### src/rtl/piece_bag_if.sv
// rtl/piece_bag_if.sv - random-word input and piece/preview output bundle for piece_bag
interface piece_bag_if #(
    parameter int rand_width_p = 65,
    parameter int preview_p    = 3
);
    logic [rand_width_p-1:0] random_i;
    logic                    random_v_i;
    logic [2:0]              piece_o;
    logic                    piece_v_o;
    logic                    piece_yumi_i;
    logic [3*preview_p-1:0]  preview_o;
    logic [preview_p-1:0]    preview_v_o;

    // master is the bag itself; slave is the generator/game side that feeds and pops it
    modport master (
        input  random_i, random_v_i, piece_yumi_i,
        output piece_o, piece_v_o, preview_o, preview_v_o
    );

    modport slave (
        output random_i, random_v_i, piece_yumi_i,
        input  piece_o, piece_v_o, preview_o, preview_v_o
    );
endinterface

### src/rtl/piece_bag.sv
// rtl/piece_bag.sv - 7-bag tetromino randomizer with a preview_p+1 deep lookahead queue
module piece_bag #(
    parameter int rand_width_p = 65,
    parameter int preview_p    = 3
) (
    input  logic        clk_i,
    input  logic        reset_i,
    input  logic        restart_i,
    piece_bag_if.master bus
);
    localparam int depth_lp = preview_p + 1;
    localparam int cnt_w_lp = $clog2(depth_lp + 1);

    if (rand_width_p < 8) begin : g_bad_width
        $error("piece_bag: rand_width_p must be at least 8");
    end

    // only the low byte of the random word picks the piece
    if (rand_width_p > 8) begin : g_unused_hi
        logic unused_hi;
        assign unused_hi = ^bus.random_i[rand_width_p-1:8];
    end

    logic [2:0]          q_r [depth_lp];
    logic [2:0]          q_n [depth_lp];
    logic [cnt_w_lp-1:0] count_r, count_n, base;
    logic [depth_lp-1:0] valid_r, valid_n;
    logic [6:0]          used_r, used_n, used_set;
    logic                pop, push, found;
    logic [2:0]          ones, remaining, draw;
    logic [7:0]          k, seen;

    always_comb begin
        pop  = bus.piece_yumi_i & valid_r[0];
        push = bus.random_v_i & ((count_r < cnt_w_lp'(depth_lp)) | pop);

        ones = 3'd0;
        for (int i = 0; i < 7; i++) begin
            ones = ones + {2'b00, used_r[i]};
        end
        remaining = 3'd7 - ones;
        k = bus.random_i[7:0] % {5'd0, remaining};

        // walk the free slots of the bag and take the k-th one
        seen  = 8'd0;
        draw  = 3'd0;
        found = 1'b0;
        for (int i = 0; i < 7; i++) begin
            if (!used_r[i]) begin
                if (!found && seen == k) begin
                    draw  = 3'(i);
                    found = 1'b1;
                end
                seen = seen + 8'd1;
            end
        end

        q_n = q_r;
        if (pop) begin
            for (int i = 0; i < depth_lp - 1; i++) begin
                q_n[i] = q_r[i+1];
            end
            q_n[depth_lp-1] = 3'd0;
        end

        base = count_r - {{(cnt_w_lp-1){1'b0}}, pop};
        for (int i = 0; i < depth_lp; i++) begin
            if (push && base == cnt_w_lp'(i)) begin
                q_n[i] = draw;
            end
        end
        count_n = base + {{(cnt_w_lp-1){1'b0}}, push};

        for (int i = 0; i < depth_lp; i++) begin
            valid_n[i] = count_n > cnt_w_lp'(i);
        end

        used_set = used_r | (7'd1 << draw);
        used_n   = used_r;
        if (push) begin
            used_n = (used_set == 7'h7F) ? 7'd0 : used_set;
        end
    end

    always_ff @(posedge clk_i) begin
        if (reset_i || restart_i) begin
            count_r <= '0;
            valid_r <= '0;
            used_r  <= '0;
            for (int i = 0; i < depth_lp; i++) begin
                q_r[i] <= 3'd0;
            end
        end else begin
            count_r <= count_n;
            valid_r <= valid_n;
            used_r  <= used_n;
            for (int i = 0; i < depth_lp; i++) begin
                q_r[i] <= q_n[i];
            end
        end
    end

    assign bus.piece_o     = q_r[0];
    assign bus.piece_v_o   = valid_r[0];
    assign bus.preview_v_o = valid_r[depth_lp-1:1];

    for (genvar g = 0; g < preview_p; g++) begin : g_preview
        assign bus.preview_o[3*g +: 3] = q_r[g+1];
    end
endmodule

### src/flat_wrapper.sv
// flat-port wrapper written by rule: the top's interface ports become plain ports
module piece_bag_flat 
#(
    parameter int rand_width_p = 65,
    parameter int preview_p    = 3
)
  (clk_i, reset_i, restart_i, bus_random_i, bus_random_v_i, bus_piece_yumi_i, bus_piece_o, bus_piece_v_o, bus_preview_o, bus_preview_v_o);
  piece_bag_if #(.rand_width_p(rand_width_p), .preview_p(preview_p)) bus_i ();
  input  logic clk_i;
  input  logic reset_i;
  input  logic restart_i;
  input wire logic [$bits(bus_i.random_i)-1:0] bus_random_i;
  input wire logic [$bits(bus_i.random_v_i)-1:0] bus_random_v_i;
  input wire logic [$bits(bus_i.piece_yumi_i)-1:0] bus_piece_yumi_i;
  output wire logic [$bits(bus_i.piece_o)-1:0] bus_piece_o;
  output wire logic [$bits(bus_i.piece_v_o)-1:0] bus_piece_v_o;
  output wire logic [$bits(bus_i.preview_o)-1:0] bus_preview_o;
  output wire logic [$bits(bus_i.preview_v_o)-1:0] bus_preview_v_o;
  assign bus_i.random_i = bus_random_i;
  assign bus_i.random_v_i = bus_random_v_i;
  assign bus_i.piece_yumi_i = bus_piece_yumi_i;
  assign bus_piece_o = bus_i.piece_o;
  assign bus_piece_v_o = bus_i.piece_v_o;
  assign bus_preview_o = bus_i.preview_o;
  assign bus_preview_v_o = bus_i.preview_v_o;
  piece_bag #(.rand_width_p(rand_width_p), .preview_p(preview_p)) u_core (.clk_i(clk_i), .reset_i(reset_i), .restart_i(restart_i), .bus(bus_i));
endmodule
### config.mk
export PLATFORM = sky130hd
export DESIGN_NAME = piece_bag_flat
export DESIGN_NICKNAME = d
export VERILOG_FILES = /design/src/rtl/piece_bag_if.sv /design/src/rtl/piece_bag.sv /design/src/flat_wrapper.sv
export SDC_FILE = /design/constraint.sdc
export NUM_CORES = 1
export LEC_CHECK = 0
export CORE_MARGIN = 4
export CORE_UTILIZATION = 53
export CTS_CLUSTER_DIAMETER = 60
export CTS_CLUSTER_SIZE = 24
export DETAILED_ROUTE_END_ITERATION = 8
export GPL_TIMING_DRIVEN = 0
export PLACE_DENSITY_LB_ADDON = 0.05
export SYNTH_ARGS = -nofsm -noshare
export SYNTH_HDL_FRONTEND = slang
export SYNTH_SLANG_ARGS = --single-unit
### constraint.sdc
create_clock -name clk_i -period 18.1 [get_ports clk_i]
set_input_delay 3.62 -clock clk_i [delete_from_list [all_inputs] [get_ports clk_i]]
set_output_delay 3.62 -clock clk_i [all_outputs]
set_load 0.05 [all_outputs]
# Word level (Yosys, flattened, before mapping)
# Index checks and enable logic that the tools add are counted.
word_totals:
  register_bits: 26
  out_inout_bits: 16
  word_cells: 101
op_classes:
  n_addsub: 14
  div: 1
  n_lt_le_gt_ge: 5
  n_eq_ne: 10
  n_shift: 1
  mux: 36
  bitwise_logic: 4
  reduce_logical: 23
op_table:
  columns: ["operator", "count"]
  rows:
  - ["$mux 3", 15]
  - ["$eq 8x8->1", 5]
  - ["$mux 8", 5]
  - ["$add 8x1->8 const B", 4]
  - ["$add 3x1->3", 6]
  - ["$mux 1", 14]
  - ["$mux 12", 1]
  - ["$logic_and 1x1->1", 10]
  - ["$eq 1x8->1", 1]
  - ["$logic_not 8->1", 1]
  - ["$mod 8x3->8", 1]
  - ["$reduce_bool 2->1", 4]
  - ["$eq 7x7->1 const B", 1]
  - ["$mux 7", 1]
  - ["$or 7x7->7", 1]
  - ["$shl 1x3->7 const A", 1]
  - ["$eq 3x2->1 const B", 2]
  - ["$gt 3x1->1 const B", 2]
  - ["$gt 3x2->1 const B", 2]
  - ["$logic_not 1->1", 6]
  - ["$eq 3x1->1 const B", 1]
  - ["$logic_not 3->1", 1]
  - ["$lt 3x3->1 const B", 1]
  - ["$sub 3x1->3", 1]
  - ["other kinds (6)", 7]

# Depth between registers and ports, before layout
logic_depth:
  depth_word: 39
  mapped_depth: 63
  mapped_depth_nobuf: 62

# Worst setup path before layout
# OpenSTA, ideal clock, no wires.
synth_timing:
  path_kind: "input port to flip-flop"
  start: "input bus_random_i[7]"
  end: "register u_core.used_r[2]"
  setup_time_ns: 0.127
  arrival_ns: 14.965
  t_required_ns: 17.973
  slack_ns: 3.008
  cell_stages: 53
  path_buffers: 0
  path_cell_list: "ha_1 > a31oi_1 > ha_1 > or3_1 > nand4_1 > o221ai_1 > ha_1 > nor2_1 > a21oi_1 > a211oi_2 > or2_2 > ha_1 > a21o_1 > or2_2 > a21oi_1 > o21ai_0 > ha_1 > o21a_1 > (+17 left out) > mux2i_2 > nand2_1 > o21ai_1 > fa_1 > inv_1 > a21oi_1 > nand2_1 > nor2b_1 > a21oi_4 > o221ai_1 > xnor2_2 > nand4b_4 > or2_0 > or4b_1 > a32oi_2 > a41oi_2 > nor3_2 > nor3_1"
synth_between:
  elab_chain_len: 32
synth_lines:
  columns: ["element", "line_no", "rtl"]
  rows:
  - ["from (decl)", "flat_wrapper.sv:12", "input wire logic [$bits(bus_i.random_i)-1:0] bus_random_i;"]
  - ["$mod 8x3->8 *", "piece_bag.sv:42", "k = bus.random_i[7:0] % {5'd0, remaining};"]
  - ["$logic_not 8->1", "piece_bag.sv:50", "if (!found && seen == k) begin"]
  - ["$mux 1", "piece_bag.sv:50", null]
  - ["$mux 1", "piece_bag.sv:49", "if (!used_r[i]) begin"]
  - ["$logic_not 1->1", "piece_bag.sv:50", null]
  - ["$logic_and 1x1->1", "piece_bag.sv:50", null]
  - ["$mux 1", "piece_bag.sv:50", null]
  - ["$mux 1", "piece_bag.sv:49", null]
  - ["(+16 left out)", null, null]
  - ["$logic_not 1->1", "piece_bag.sv:50", null]
  - ["$logic_and 1x1->1", "piece_bag.sv:50", null]
  - ["$mux 3", "piece_bag.sv:50", null]
  - ["$mux 3 *", "piece_bag.sv:49", null]
  - ["$shl 1x3->7 *", "piece_bag.sv:78", "used_set = used_r | (7'd1 << draw);"]
  - ["$or 7x7->7 *", "piece_bag.sv:78", null]
  - ["$eq 7x7->1", "piece_bag.sv:81", "used_n = (used_set == 7'h7F) ? 7'd0 : used_set;"]
  - ["$mux 7 *", "piece_bag.sv:81", null]
  - ["to (signal assigned)", "piece_bag.sv:96", "used_r <= used_n;"]
  - ["to (decl)", "piece_bag.sv:28", "logic [6:0] used_r, used_n, used_set;"]
# Mark *: on every way between the ends. The rest lies on a longest branch, timed or not.
# A chain may end at the register's enable or synchronous reset.

# Worst setup path after layout
# Ends and elaborated chain as after synthesis.

==> summary by stage <==
Global route
The first global-routing pass estimated 18,300 µm of wire. The via count of the first global-routing pass came to 4,072. The pin count of the biggest net entering global routing is 16.

The number of antenna violations at the first check in global routing is 0. In the global route stage, overall resource usage came out at 22.5%. The overflow left after global routing is 0.

Floorplanning
After floorplanning, the core was divided into 32 placement rows. The die covers 9420 µm². In this run the horizontal extent of the chip is 97.0 µm.

The initial core utilization is 54.4%. In this run the count of I/O pins placed on the die edge is 86. Measured along the y axis, the die boundary spans 97.0 µm.

The placeable core region is 7730 µm².

Route
The number of vias after detailed routing is 4,289. The initial DRC count is 193. The final wirelength is 11,100 µm. In the final routed layout, each cell accounts on average for 16.4 µm. The detailed-routing iteration count for the pre-antenna-repair pass is 5.

The DRC violation count after routing is 0. The detail route stage leaves a number of antenna-violating nets equal to 0. Dividing the detail-routed via count by the number of cells gives 6.33.

Hold path
The path class of the lowest-slack min-delay path is reg -> reg. The hold path endpoint is u_core.bus.piece_o[2]. The startpoint identified for the worst hold timing path is u_core.bus.piece_o[2]. The worst hold path passes through 2 cells.

Clocking
Post-CTS timing repair inserted 0 buffers for setup. Buffers inserted to repair hold after CTS numbered 0. At the later pin of the worst-skew pair, clock insertion delay measures 0.28 ns.

The TritonCTS clock tree is done. Clock-pin slew was measured on the worst setup and hold paths at 0.09 ns. The library cell used as clock root buffer is sky130_fd_sc_hd__clkbuf_8.

The maximum root-to-sink buffer count is 2. The number of clock buffers added by TritonCTS is 3. The TritonCTS sink count is 26. CTS built an H-tree with a depth of 1.

Critical path
The end of the worst register-to-register path is u_core.used_r[2]. For the worst flop-to-flop path, the logic depth is 62. The number of buffer and inverter stages on the critical path is 3.

The worst setup path is captured at a register. The critical path is of the in -> reg type. The most numerous cell type found on the critical path is sky130_fd_sc_hd__ha_1. The data required time of the worst path is 18.25 ns. The setup slack of the most critical reg-to-reg path is 2.39 ns. The largest delay contributor family on the critical path is compound AO/OA/AOI/OAI gates.

The critical-path maximum fanout is 9. The critical path startpoint category is an input pin. The reg-to-reg critical path startpoint is u_core.used_r[4]. The worst-path cell with the longest stage delay is sky130_fd_sc_hd__clkdlybuf4s50_1. STA puts the critical path data arrival time at 17.47 ns.

On the worst path, the slowest cell contributes a delay of 0.60 ns.

STA
The final hold violation count is 0. The number of pins exceeding their max-slew limit in the final report is 0. Setup repair after global routing left no endpoint under its margin. The final count of negative-setup-slack endpoints is 0. The summed negative setup slack over all endpoints is 0 ns.

The slew at the pin closest to its max-slew limit is 0.590 ns. For the final database, setup skew stands at 0.00974 ns. Of the available clock period, the critical path in the final layout requires 95.6%. Across all hold checks on the routed design, the worst slack comes to 0.490 ns. Across all setup checks in the final design, the least slack found is 0.788 ns.

The maximum clock rate is 0.0578 GHz. In this run the tightest slew margin relative to its limit is 60.7%. For the finished layout, the period the worst path requires is 17.31 ns.

Synthesis
The dominant register cell in the synthesized netlist is sky130_fd_sc_hd__dfxtp_1. By count the netlist is led by sky130_fd_sc_hd__nand2_1, sky130_fd_sc_hd__nor2_1, sky130_fd_sc_hd__ha_1. When the netlist entered floorplanning its net count stood at 654. The average cell area after synthesis is 7.71 µm².

The sequential share of the synthesized area is 12.4%. The flip-flop and latch count after synthesis is 26. Yosys mapped a number of flops with a built-in enable equal to 0. After synthesis, the share of flip-flops with an asynchronous set or reset is 0%. Synthesis produced a netlist whose cell count is 545.

The share of the synthesized area in the top cell type is 12.4%. The number of different library cells in the post-synthesis netlist is 90. sky130_fd_sc_hd__dfxtp_1 takes more of the synthesized area than any other cell.

The Yosys step of the flow raised 0 warnings. Yosys attributes the largest share of cell area to sky130_fd_sc_hd__dfxtp_1, sky130_fd_sc_hd__ha_1, sky130_fd_sc_hd__nand2_1. The mapped netlist covers 4200 µm².

Yosys instantiated no cell more often than sky130_fd_sc_hd__nand2_1.

Place
The count of input and output buffers is 27. Summed over all nets, the half-perimeter wirelength after detailed placement is 8930 µm. At the end of routability-driven placement, the weighted congestion stood at 0.928.

Before CTS, the worst setup slack after placement is 0.293 ns.

Layout
Once layout is complete, the utilization of the core stands at 60.6%. The share of final-layout standard cells stronger than drive strength 1 is 11.6%. At the end of the flow, the number of nets in the layout was 686.

The area overhead of the layout relative to synthesis is 11.5%. The number of antenna diodes in the final layout is 0.

Flow run
The tool flagged a number of max-cap violations equal to 0.

Outcome
The run finished with clean final reports.
## flip-flops by register name, indices dropped and copies added (netlist names)
| signal | flops |
|---|---|
| u_core.bus.preview_o | 9 |
| u_core.used_r | 7 |
| u_core.valid_r | 4 |
| u_core.bus.piece_o | 3 |
| u_core.count_r | 3 |
## through the flow
stage,cell area (µm²),instances
6_report,4690,678
5_1_grt,4690,678
4_1_cts,4670,678
3_5_place_dp,4600,674
3_3_place_gp,4600,674
2_1_floorplan,4200,545
## cell families after synthesis
group	share of synthesized area (%)
muxes	5.27
adders and majority gates	12.2
DFF	12.4
buffers and inverters	4.73
AOI/OAI and AO/OA	29.2
and+or+nand+nor	28.1
xor gates and xnor gates	8.13
## final cells by class
cell class              count  area (µm²)
fillers                   706        3040
repair buffers             27         270
clock inverters             1        30.0
well taps                 102         128
inverters                  38         145
flip-flops and latches     26         520
plain buffers              13        53.8
clock buffers               3        41.3
multi-input cells         468        3500
## layer usage
layer,share of wire (%),vias up,track usage (%)
met5,0,-,0
met2,50,138,41.5
met1,42,2004,26.3
met3,3.9,35,1.51
li1,-,2112,-
met4,3.7,0,10.3
## placed cells by master, fill, tap and decap left out, types with 6 or more instances in the layout
cell type                         count
sky130_fd_sc_hd__a311oi_1             9
sky130_fd_sc_hd__o211ai_1            11
sky130_fd_sc_hd__a21o_1               7
sky130_fd_sc_hd__a21oi_1             29
sky130_fd_sc_hd__dfxtp_1             26
sky130_fd_sc_hd__mux2i_1              9
sky130_fd_sc_hd__nand3_1             19
sky130_fd_sc_hd__nor2b_1             11
sky130_fd_sc_hd__nor3_1              22
sky130_fd_sc_hd__nand2_1             53
sky130_fd_sc_hd__nor2_1              48
sky130_fd_sc_hd__o21ai_1              6
sky130_fd_sc_hd__and2_1               8
sky130_fd_sc_hd__ha_1                36
sky130_fd_sc_hd__or2_2                8
sky130_fd_sc_hd__clkdlybuf4s50_1     27
sky130_fd_sc_hd__clkbuf_1            10
sky130_fd_sc_hd__xor2_1               8
sky130_fd_sc_hd__inv_1               35
sky130_fd_sc_hd__xnor2_1             20
sky130_fd_sc_hd__nor4_1               9
sky130_fd_sc_hd__nand4_1              6
sky130_fd_sc_hd__o21ai_0             16
sky130_fd_sc_hd__o21a_1               8
## worst max path at each step
stage | start | to | slack [ns] | cells past startpoint
after floorplan | bus_random_i[7] | u_core.used_r[2] | 3.01 | 53
after global placement | bus_random_i[7] | u_core.used_r[2] | 0.52 | 54
after detailed placement | bus_random_i[7] | u_core.used_r[2] | 0.29 | 54
after CTS | bus_random_i[7] | u_core.used_r[2] | 0.58 | 54
after global routing | bus_random_i[7] | u_core.used_r[2] | 0.1 | 56
final | bus_random_i[7] | u_core.used_r[2] | 0.79 | 55
## timing repair
action	in CTS	in global routing
endpoints found under the hold margin	0	0
endpoints found under the setup margin	0	17
gates resized for setup	0	3
## tightest hold or removal path: stages (launching register included)
cell	delay, ns
sky130_fd_sc_hd__dfxtp_1	0.32
sky130_fd_sc_hd__nand2_1	0.05
sky130_fd_sc_hd__a311oi_1	0.08
Power is left out: the tool's default activity adds up to more than one toggle a clock period on the data nets, which glitch-free logic cannot reach.
